==> src/rtl/y86_pkg.sv <==
// Shared Y86-64 definitions: instruction codes, ALU functions, condition
// codes, status codes and the execute-stage FSM states.
package y86_pkg;

  // Instruction codes
  localparam logic [3:0] I_HALT   = 4'h0;
  localparam logic [3:0] I_NOP    = 4'h1;
  localparam logic [3:0] I_RRMOVQ = 4'h2;  // rrmovq / cmovXX
  localparam logic [3:0] I_IRMOVQ = 4'h3;
  localparam logic [3:0] I_RMMOVQ = 4'h4;
  localparam logic [3:0] I_MRMOVQ = 4'h5;
  localparam logic [3:0] I_OPQ    = 4'h6;
  localparam logic [3:0] I_JXX    = 4'h7;
  localparam logic [3:0] I_CALL   = 4'h8;
  localparam logic [3:0] I_RET    = 4'h9;
  localparam logic [3:0] I_PUSHQ  = 4'hA;
  localparam logic [3:0] I_POPQ   = 4'hB;

  localparam logic [3:0] REG_NONE = 4'hF;

  // ALU function codes (match the OPq ifun encoding)
  typedef enum logic [1:0] {
    ALU_ADD = 2'd0,
    ALU_SUB = 2'd1,
    ALU_AND = 2'd2,
    ALU_XOR = 2'd3
  } alu_fn_e;

  // Condition codes for jXX / cmovXX
  localparam logic [3:0] C_YES = 4'h0;
  localparam logic [3:0] C_LE  = 4'h1;
  localparam logic [3:0] C_L   = 4'h2;
  localparam logic [3:0] C_E   = 4'h3;
  localparam logic [3:0] C_NE  = 4'h4;
  localparam logic [3:0] C_GE  = 4'h5;
  localparam logic [3:0] C_G   = 4'h6;

  // Status codes
  localparam logic [2:0] STAT_AOK = 3'd1;
  localparam logic [2:0] STAT_HLT = 3'd2;
  localparam logic [2:0] STAT_ADR = 3'd3;
  localparam logic [2:0] STAT_INS = 3'd4;

  typedef enum logic {
    ST_RUN    = 1'b0,
    ST_HALTED = 1'b1
  } exec_state_e;

  // Evaluate a branch/cmov condition against a CC snapshot.
  // Out-of-range codes evaluate false.
  function automatic logic cond_eval(input logic [3:0] ifun,
                                     input logic zf, input logic sf,
                                     input logic of);
    logic lt;
    lt = sf ^ of;
    case (ifun)
      C_YES:   cond_eval = 1'b1;
      C_LE:    cond_eval = lt | zf;
      C_L:     cond_eval = lt;
      C_E:     cond_eval = zf;
      C_NE:    cond_eval = ~zf;
      C_GE:    cond_eval = ~lt;
      C_G:     cond_eval = ~lt & ~zf;
      default: cond_eval = 1'b0;
    endcase
  endfunction

endpackage

==> src/rtl/alu64.sv <==
// Combinational ALU computing b op a with Y86 flag generation.
module alu64
  import y86_pkg::*;
#(
  parameter int W = 64
) (
  input  logic [W-1:0] a,
  input  logic [W-1:0] b,
  input  alu_fn_e      fn,
  output logic [W-1:0] result,
  output logic         zf,
  output logic         sf,
  output logic         of
);

  // Result and signed overflow for the selected function.
  always_comb begin
    // NOTE: every output of a combinational block gets a default first so no latch is inferred.
    result = '0;
    of     = 1'b0;
    case (fn)
      ALU_ADD: begin
        result = b + a;
        of     = (a[W-1] == b[W-1]) && (result[W-1] != b[W-1]);
      end
      ALU_SUB: begin
        result = b - a;
        of     = (a[W-1] != b[W-1]) && (result[W-1] != b[W-1]);
      end
      ALU_AND: result = b & a;
      ALU_XOR: result = b ^ a;
      default: result = '0;
    endcase
  end

  assign zf = (result == '0);
  assign sf = result[W-1];

endmodule

==> src/rtl/execute_stage.sv <==
// Y86-64 execute stage: ALU operand selection, condition evaluation,
// condition-code register, sticky halt FSM and the E->M pipeline register.
module execute_stage
  import y86_pkg::*;
#(
  parameter int W = 64
) (
  input  logic         clk,
  input  logic         rst,
  input  logic         d_valid,
  input  logic [3:0]   d_icode,
  input  logic [3:0]   d_ifun,
  input  logic [W-1:0] d_valA,
  input  logic [W-1:0] d_valB,
  input  logic [W-1:0] d_valC,
  input  logic [3:0]   d_dstE,
  input  logic [3:0]   d_dstM,
  input  logic [2:0]   d_stat,
  input  logic         stall,
  input  logic         bubble,
  input  logic         set_cc_en,
  output logic         e_valid,
  output logic [3:0]   e_icode,
  output logic         e_cnd,
  output logic [W-1:0] e_valE,
  output logic [W-1:0] e_valA,
  output logic [3:0]   e_dstE,
  output logic [3:0]   e_dstM,
  output logic [2:0]   e_stat,
  output logic         zf,
  output logic         sf,
  output logic         of,
  output logic         halted
);

  exec_state_e state_q, state_d;

  logic         zf_q, sf_q, of_q;
  logic         e_valid_q, e_valid_d;
  logic [3:0]   e_icode_q, e_icode_d;
  logic         e_cnd_q, e_cnd_d;
  logic [W-1:0] e_valE_q, e_valE_d;
  logic [W-1:0] e_valA_q, e_valA_d;
  logic [3:0]   e_dstE_q, e_dstE_d;
  logic [3:0]   e_dstM_q, e_dstM_d;
  logic [2:0]   e_stat_q, e_stat_d;

  logic [W-1:0] alu_a, alu_b, alu_res;
  alu_fn_e      alu_fn;
  logic         alu_zf, alu_sf, alu_of;

  logic         illegal, is_cond, cnd, advance, load, cc_we;
  logic [2:0]   ex_stat;

  assign illegal = ((d_icode == I_OPQ) && (d_ifun > 4'd3)) ||
                   (((d_icode == I_RRMOVQ) || (d_icode == I_JXX)) && (d_ifun > 4'd6));
  assign is_cond = (d_icode == I_RRMOVQ) || (d_icode == I_JXX);
  // Condition uses the CC value before this instruction's own update.
  assign cnd     = is_cond && !illegal && cond_eval(d_ifun, zf_q, sf_q, of_q);
  assign ex_stat = illegal ? STAT_INS : d_stat;

  assign advance = !stall && (state_q == ST_RUN);
  assign load    = advance && !bubble && d_valid;
  assign cc_we   = load && (d_icode == I_OPQ) && (ex_stat == STAT_AOK) && set_cc_en;

  // Route operands so that every valE is computed as b op a.
  always_comb begin
    alu_a  = '0;
    alu_b  = '0;
    alu_fn = ALU_ADD;
    case (d_icode)
      I_RRMOVQ: alu_a = d_valA;
      I_IRMOVQ: alu_a = d_valC;
      I_RMMOVQ, I_MRMOVQ: begin
        alu_a = d_valC;
        alu_b = d_valB;
      end
      I_OPQ: begin
        alu_a  = d_valA;
        alu_b  = d_valB;
        alu_fn = alu_fn_e'(d_ifun[1:0]);
      end
      I_CALL, I_PUSHQ: begin
        alu_a  = W'(8);
        alu_b  = d_valB;
        alu_fn = ALU_SUB;
      end
      I_RET, I_POPQ: begin
        alu_a = W'(8);
        alu_b = d_valB;
      end
      default: ;
    endcase
  end

  alu64 #(.W(W)) u_alu (
    .a      (alu_a),
    .b      (alu_b),
    .fn     (alu_fn),
    .result (alu_res),
    .zf     (alu_zf),
    .sf     (alu_sf),
    .of     (alu_of)
  );

  // Next E->M contents: the decoded instruction when loading, else a bubble.
  always_comb begin
    e_valid_d = 1'b0;
    e_icode_d = I_NOP;
    e_cnd_d   = 1'b0;
    e_valE_d  = '0;
    e_valA_d  = '0;
    e_dstE_d  = REG_NONE;
    e_dstM_d  = REG_NONE;
    e_stat_d  = STAT_AOK;
    if (load) begin
      e_valid_d = 1'b1;
      e_icode_d = d_icode;
      e_cnd_d   = cnd;
      e_valE_d  = illegal ? '0 : alu_res;
      e_valA_d  = d_valA;
      e_dstE_d  = (illegal || ((d_icode == I_RRMOVQ) && !cnd)) ? REG_NONE : d_dstE;
      e_dstM_d  = illegal ? REG_NONE : d_dstM;
      e_stat_d  = ex_stat;
    end
  end

  // E->M register: reset to bubble, hold on stall or halt, else advance.
  always_ff @(posedge clk) begin
    // NOTE: sequential state uses non-blocking assignments so all registers update together.
    if (rst) begin
      e_valid_q <= 1'b0;
      e_icode_q <= I_NOP;
      e_cnd_q   <= 1'b0;
      e_valE_q  <= '0;
      e_valA_q  <= '0;
      e_dstE_q  <= REG_NONE;
      e_dstM_q  <= REG_NONE;
      e_stat_q  <= STAT_AOK;
    end else if (advance) begin
      e_valid_q <= e_valid_d;
      e_icode_q <= e_icode_d;
      e_cnd_q   <= e_cnd_d;
      e_valE_q  <= e_valE_d;
      e_valA_q  <= e_valA_d;
      e_dstE_q  <= e_dstE_d;
      e_dstM_q  <= e_dstM_d;
      e_stat_q  <= e_stat_d;
    end
  end

  // Condition-code register, written only by a legal AOK OPq load.
  always_ff @(posedge clk) begin
    if (rst) begin
      zf_q <= 1'b1;
      sf_q <= 1'b0;
      of_q <= 1'b0;
    end else if (cc_we) begin
      zf_q <= alu_zf;
      sf_q <= alu_sf;
      of_q <= alu_of;
    end
  end

  // Halt FSM next state: loading any non-AOK instruction halts for good.
  always_comb begin
    state_d = state_q;
    if ((state_q == ST_RUN) && load && (ex_stat != STAT_AOK)) state_d = ST_HALTED;
  end

  // Halt FSM state register.
  always_ff @(posedge clk) begin
    if (rst) state_q <= ST_RUN;
    else     state_q <= state_d;
  end

  assign e_valid = e_valid_q;
  assign e_icode = e_icode_q;
  assign e_cnd   = e_cnd_q;
  assign e_valE  = e_valE_q;
  assign e_valA  = e_valA_q;
  assign e_dstE  = e_dstE_q;
  assign e_dstM  = e_dstM_q;
  assign e_stat  = e_stat_q;
  assign zf      = zf_q;
  assign sf      = sf_q;
  assign of      = of_q;
  assign halted  = (state_q == ST_HALTED);

endmodule

==> config.mk <==
export PLATFORM = sky130hd
export DESIGN_NAME = execute_stage
export DESIGN_NICKNAME = d
export VERILOG_FILES = /design/src/rtl/y86_pkg.sv /design/src/rtl/alu64.sv /design/src/rtl/execute_stage.sv
export SDC_FILE = /design/constraint.sdc
export NUM_CORES = 1
export LEC_CHECK = 0
export ABC_AREA = 1
export CAP_MARGIN = 0
export CORE_MARGIN = 4
export CORE_UTILIZATION = 40
export CTS_CLUSTER_DIAMETER = 120
export DETAILED_ROUTE_END_ITERATION = 10
export GPL_TIMING_DRIVEN = 0
export PLACE_DENSITY_LB_ADDON = 0.05
export SLEW_MARGIN = 10
export SYNTH_ARGS = -nofsm -noshare
export SYNTH_HDL_FRONTEND = slang
export SYNTH_SLANG_ARGS = --single-unit
==> constraint.sdc <==
create_clock -name clk -period 10.75 [get_ports clk]
set_clock_uncertainty 0.2 [all_clocks]
set_input_delay 3.225 -clock clk [delete_from_list [all_inputs] [get_ports clk]]
set_output_delay 3.225 -clock clk [all_outputs]
set_load 0.005 [all_outputs]
==> flow_metrics.py <==
metrics = {
    "final_layout": {
        "fin_nets": 4334,
        "n_fill_cell": 5451,
        "final_cell_mix": "957 x nand2_1, 671 x inv_1, 414 x nor2_1, 363 x a21oi_1, 363 x clkdlybuf4s50_1",
        "final_common_cell": "nand2_1",
        "drive_gt1_share_pct": 3.43,
        "syn_to_final_growth_pct": 25.9,
    },
    "die": {
        "die_w_um": 228,
        "initial_utilization_pct": 40.5,
        "die_area_um2": 52000,
        "die_h_um": 228,
        "core-area_um2": 47800,
        "io_pins": 366,
        "std_cell_rows": 80,
    },
    "detailed_routing": {
        "drc": 0,
        "vias_per_cell": 5.65,
        "met2_wirelength_mm": 47.3,
        "vias": 26082,
        "dr_wl_met3_mm": 14.3,
        "routed_wirelength_mm": 114,
        "top_layer": "met4",
        "ant_nets": 0,
        "firstDrtPassIters": 6,
        "drtIter0Drc": 3310,
        "post_drt_wl_per_cell_um": 24.6,
        "drt-met1-wl_mm": 47.7,
    },
    "synth": {
        "netlist-cell-type-count": 53,
        "ys_seq_area_share_pct": 15.4,
        "synth_seq_cells": 149,
        "async_flop_share_pct": 0,
        "netlist_top_cells_area": "nand2_1 19%, dfxtp_1 15%, inv_1 13%",
        "syn-num-nets": 3952,
        "yosys_warnings": 0,
        "netlist.area_leader.share_pct": 18.5,
        "syn_inst": 3605,
        "yosysTopAreaCell": "nand2_1",
        "syn_area_um2": 19400,
        "synth_edf_count": 0,
        "avgSynthCellArea_um2": 5.38,
        "synthFlopType": "dfxtp_1",
    },
    "sta": {
        "setup_tns_ns": 0,
        "hold_slack_ns": 0.263,
        "finalSetupViolCount": 0,
        "hold_violations": 0,
        "worst-slew-pin-transition_ns": 1.21,
        "fin_crit_sh_pct": 93.2,
        "relSlewSlack_pct": 18.8,
        "rsz0062_at_grt": "false",
        "timing.fmax_mhz": 99.8,
        "maxSlewViolCount": 0,
        "finalCriticalPeriod_ns": 10.02,
    },
    "clock_network": {
        "clkSlewWorstSetupHoldPaths_ns": 0.06,
        "h-tree-depth": 4,
        "post_cts_resized": 0,
        "cts_inserted_buffers": 17,
        "cts_root_buf": "clkbuf_16",
        "cts.sinks": 149,
        "cts_tree": "built",
        "clock_path_buffers": 2,
        "clk_latency_ns": 0.43,
        "post-cts-setup-buffer-count": 0,
        "cts_hold_buf": 0,
    },
    "power_and_ir_drop": {
        "ir_drop_mv": 0.114,
        "leakagePower_uw": 0.0116,
        "p_comb_share_pct": 50.4,
        "p_sw_uw": 1110,
        "power_frac_clock_pct": 25.7,
        "power.density_nw_per_um2": 98.3,
        "intPower_uw": 1290,
        "sequentialPowerShare_pct": 24.0,
        "swShare_pct": 46.1,
    },
    "worst_setup_path": {
        "cpPeakStageDelay_ns": 0.89,
        "ff2ff_path_depth": 9,
        "cp_data_arrival_time_ns": 10.19,
        "required_ns": 10.92,
        "crit_start": "d_icode[3]",
        "crit_slowest_cell": "clkbuf_1",
        "worst-path-max-fanout": 10,
        "critPathCaptureType": "flop",
        "r2r_setup_slack_ns": 6.61,
        "r2r-end": "e_valE[1]$_SDFFE_PP0P_",
        "path_common_cell": "nand2_1",
        "startpoint_type": "input port",
        "crit_type": "input port to flop",
        "r2r_start": "halted$_SDFFE_PP0P_",
    },
    "placement": {
        "place.gp.congestion": 1.13,
        "hpwlAfterDp_mm": 97.6,
        "portBuffers": 363,
    },
    "global_route": {
        "grt_pass1_wl_mm": 159,
        "grt_remaining_overflow": 0,
        "grt_antenna_before_repair": 4,
        "grt_pass1_vias": 23625,
        "track_usage_pct": 41.2,
        "grt_max_degree": 17,
    },
    "min_path": {
        "holdPathStages": 2,
        "whs_endpoint": "e_valE[1]$_SDFFE_PP0P_",
        "min_from": "e_valE[1]$_SDFFE_PP0P_",
        "hold_path.class": "flop to flop",
    },
    "status": {
        "status": "complete, no violations",
    },
    "job": {
        "drv_cap": 0,
    },
}
## power groups by stage
| stage | clock (µW) | combinational [µW] | sequential [µW] |
|---|---|---|---|
| final | 615 | 1210 | 575 |
| after global routing | 638 | 1280 | 576 |
| after CTS | 619 | 1150 | 574 |
| after detailed placement | 0 | 1140 | 586 |
| after global placement | 0 | 1140 | 586 |
| after floorplan | 0 | 657 | 587 |
## per-stage QoR
step / utilization [%] / instance area (µm²) / power, µW / std cells / worst slack [ns]
after global placement: 49.7 / 23800 / 1730 / 4583 / 0.649
final: 51.0 / 24400 / 2400 / 4617 / 0.733
after floorplan: - / 19400 / 1240 / 3605 / 3.86
after global routing: 51.0 / 24400 / 2490 / 4617 / 0.459
after detailed placement: 49.7 / 23800 / 1730 / 4583 / 0.690
after CTS: 51.0 / 24400 / 2340 / 4615 / 1.13
## synth_stat cells (3+ instances only)
cell	n
nand2_1	957
inv_1	671
nor2_1	414
a21oi_1	363
nand3_1	284
dfxtp_1	149
o21ai_0	147
ha_1	128
clkbuf_1	84
o22ai_1	64
nor3_1	32
nand4_1	30
nand2_2	29
o21a_1	23
nand3_2	17
buf_1	16
o21bai_1	15
a21o_1	13
inv_2	13
nor2_2	12
a221oi_1	11
o211ai_1	10
o21ai_1	10
a21boi_0	9
a21oi_2	9
a31oi_1	8
nand3b_1	8
nor4_1	7
o221ai_1	7
xor2_1	7
a211oi_1	5
a21boi_1	5
a2bb2oi_1	5
nor2_4	4
a32o_1	3
buf_2	3
buf_6	3
clkinv_1	3
or2_2	3
xnor2_1	3
## worst max-delay path: cells and delay by family
family	cells	cell delay (ns)
adders and majority gates	1	0.33
and+or+nand+nor	13	1.72
AOI/OAI and AO/OA	6	1.46
buffers and inverters	9	3.41
## registers in the layout, indices dropped and copies added (netlist names)
name     cells
e_icode      4
e_valE      64
e_valA      64
of           1
e_valid      1
zf           1
e_dstM       4
halted       1
e_cnd        1
sf           1
e_stat       3
e_dstE       4
## worst max-delay path by stage
stage | endpoint | slack, ns
after global routing | zf$_SDFFE_PP1P_ | 0.46
after detailed placement | zf$_SDFFE_PP1P_ | 0.69
after CTS | zf$_SDFFE_PP1P_ | 1.13
after global placement | zf$_SDFFE_PP1P_ | 0.65
final | zf$_SDFFE_PP1P_ | 0.73
after floorplan | zf$_SDFFE_PP1P_ | 3.86
## layout make-up
| cell class | instances | area (µm²) | share of cell area [%] |
|---|---|---|---|
| diodes | 2 | 5.00 | 0.0205 |
| plain buffers | 108 | 439 | 1.80 |
| clock buffers | 17 | 425 | 1.74 |
| clock inverters | 15 | 181 | 0.744 |
| inverters | 688 | 2580 | 10.6 |
| multi-input cells | 2660 | 13400 | 54.8 |
| flip-flops and latches | 149 | 2980 | 12.2 |
| well taps | 615 | 769 | 3.15 |
| repair buffers | 363 | 3630 | 14.9 |
## cells by family after synthesis
kind of cell / synth area share [%]
simple gates: 39.2
buf+inv: 15.6
compound gates: 20.8
flops: 15.4
fa+ha+maj: 8.47
xor+xnor: 0.452
## layer usage
| layer | vias up | GRT usage [%] |
|---|---|---|
| li1 | 12229 | - |
| met1 | 12084 | 56.2 |
| met2 | 1574 | 62.8 |
| met3 | 195 | 11.8 |
| met4 | 0 | 13.1 |
| met5 | - | 0 |
No activity file was read; power rests on OpenSTA's default activity.
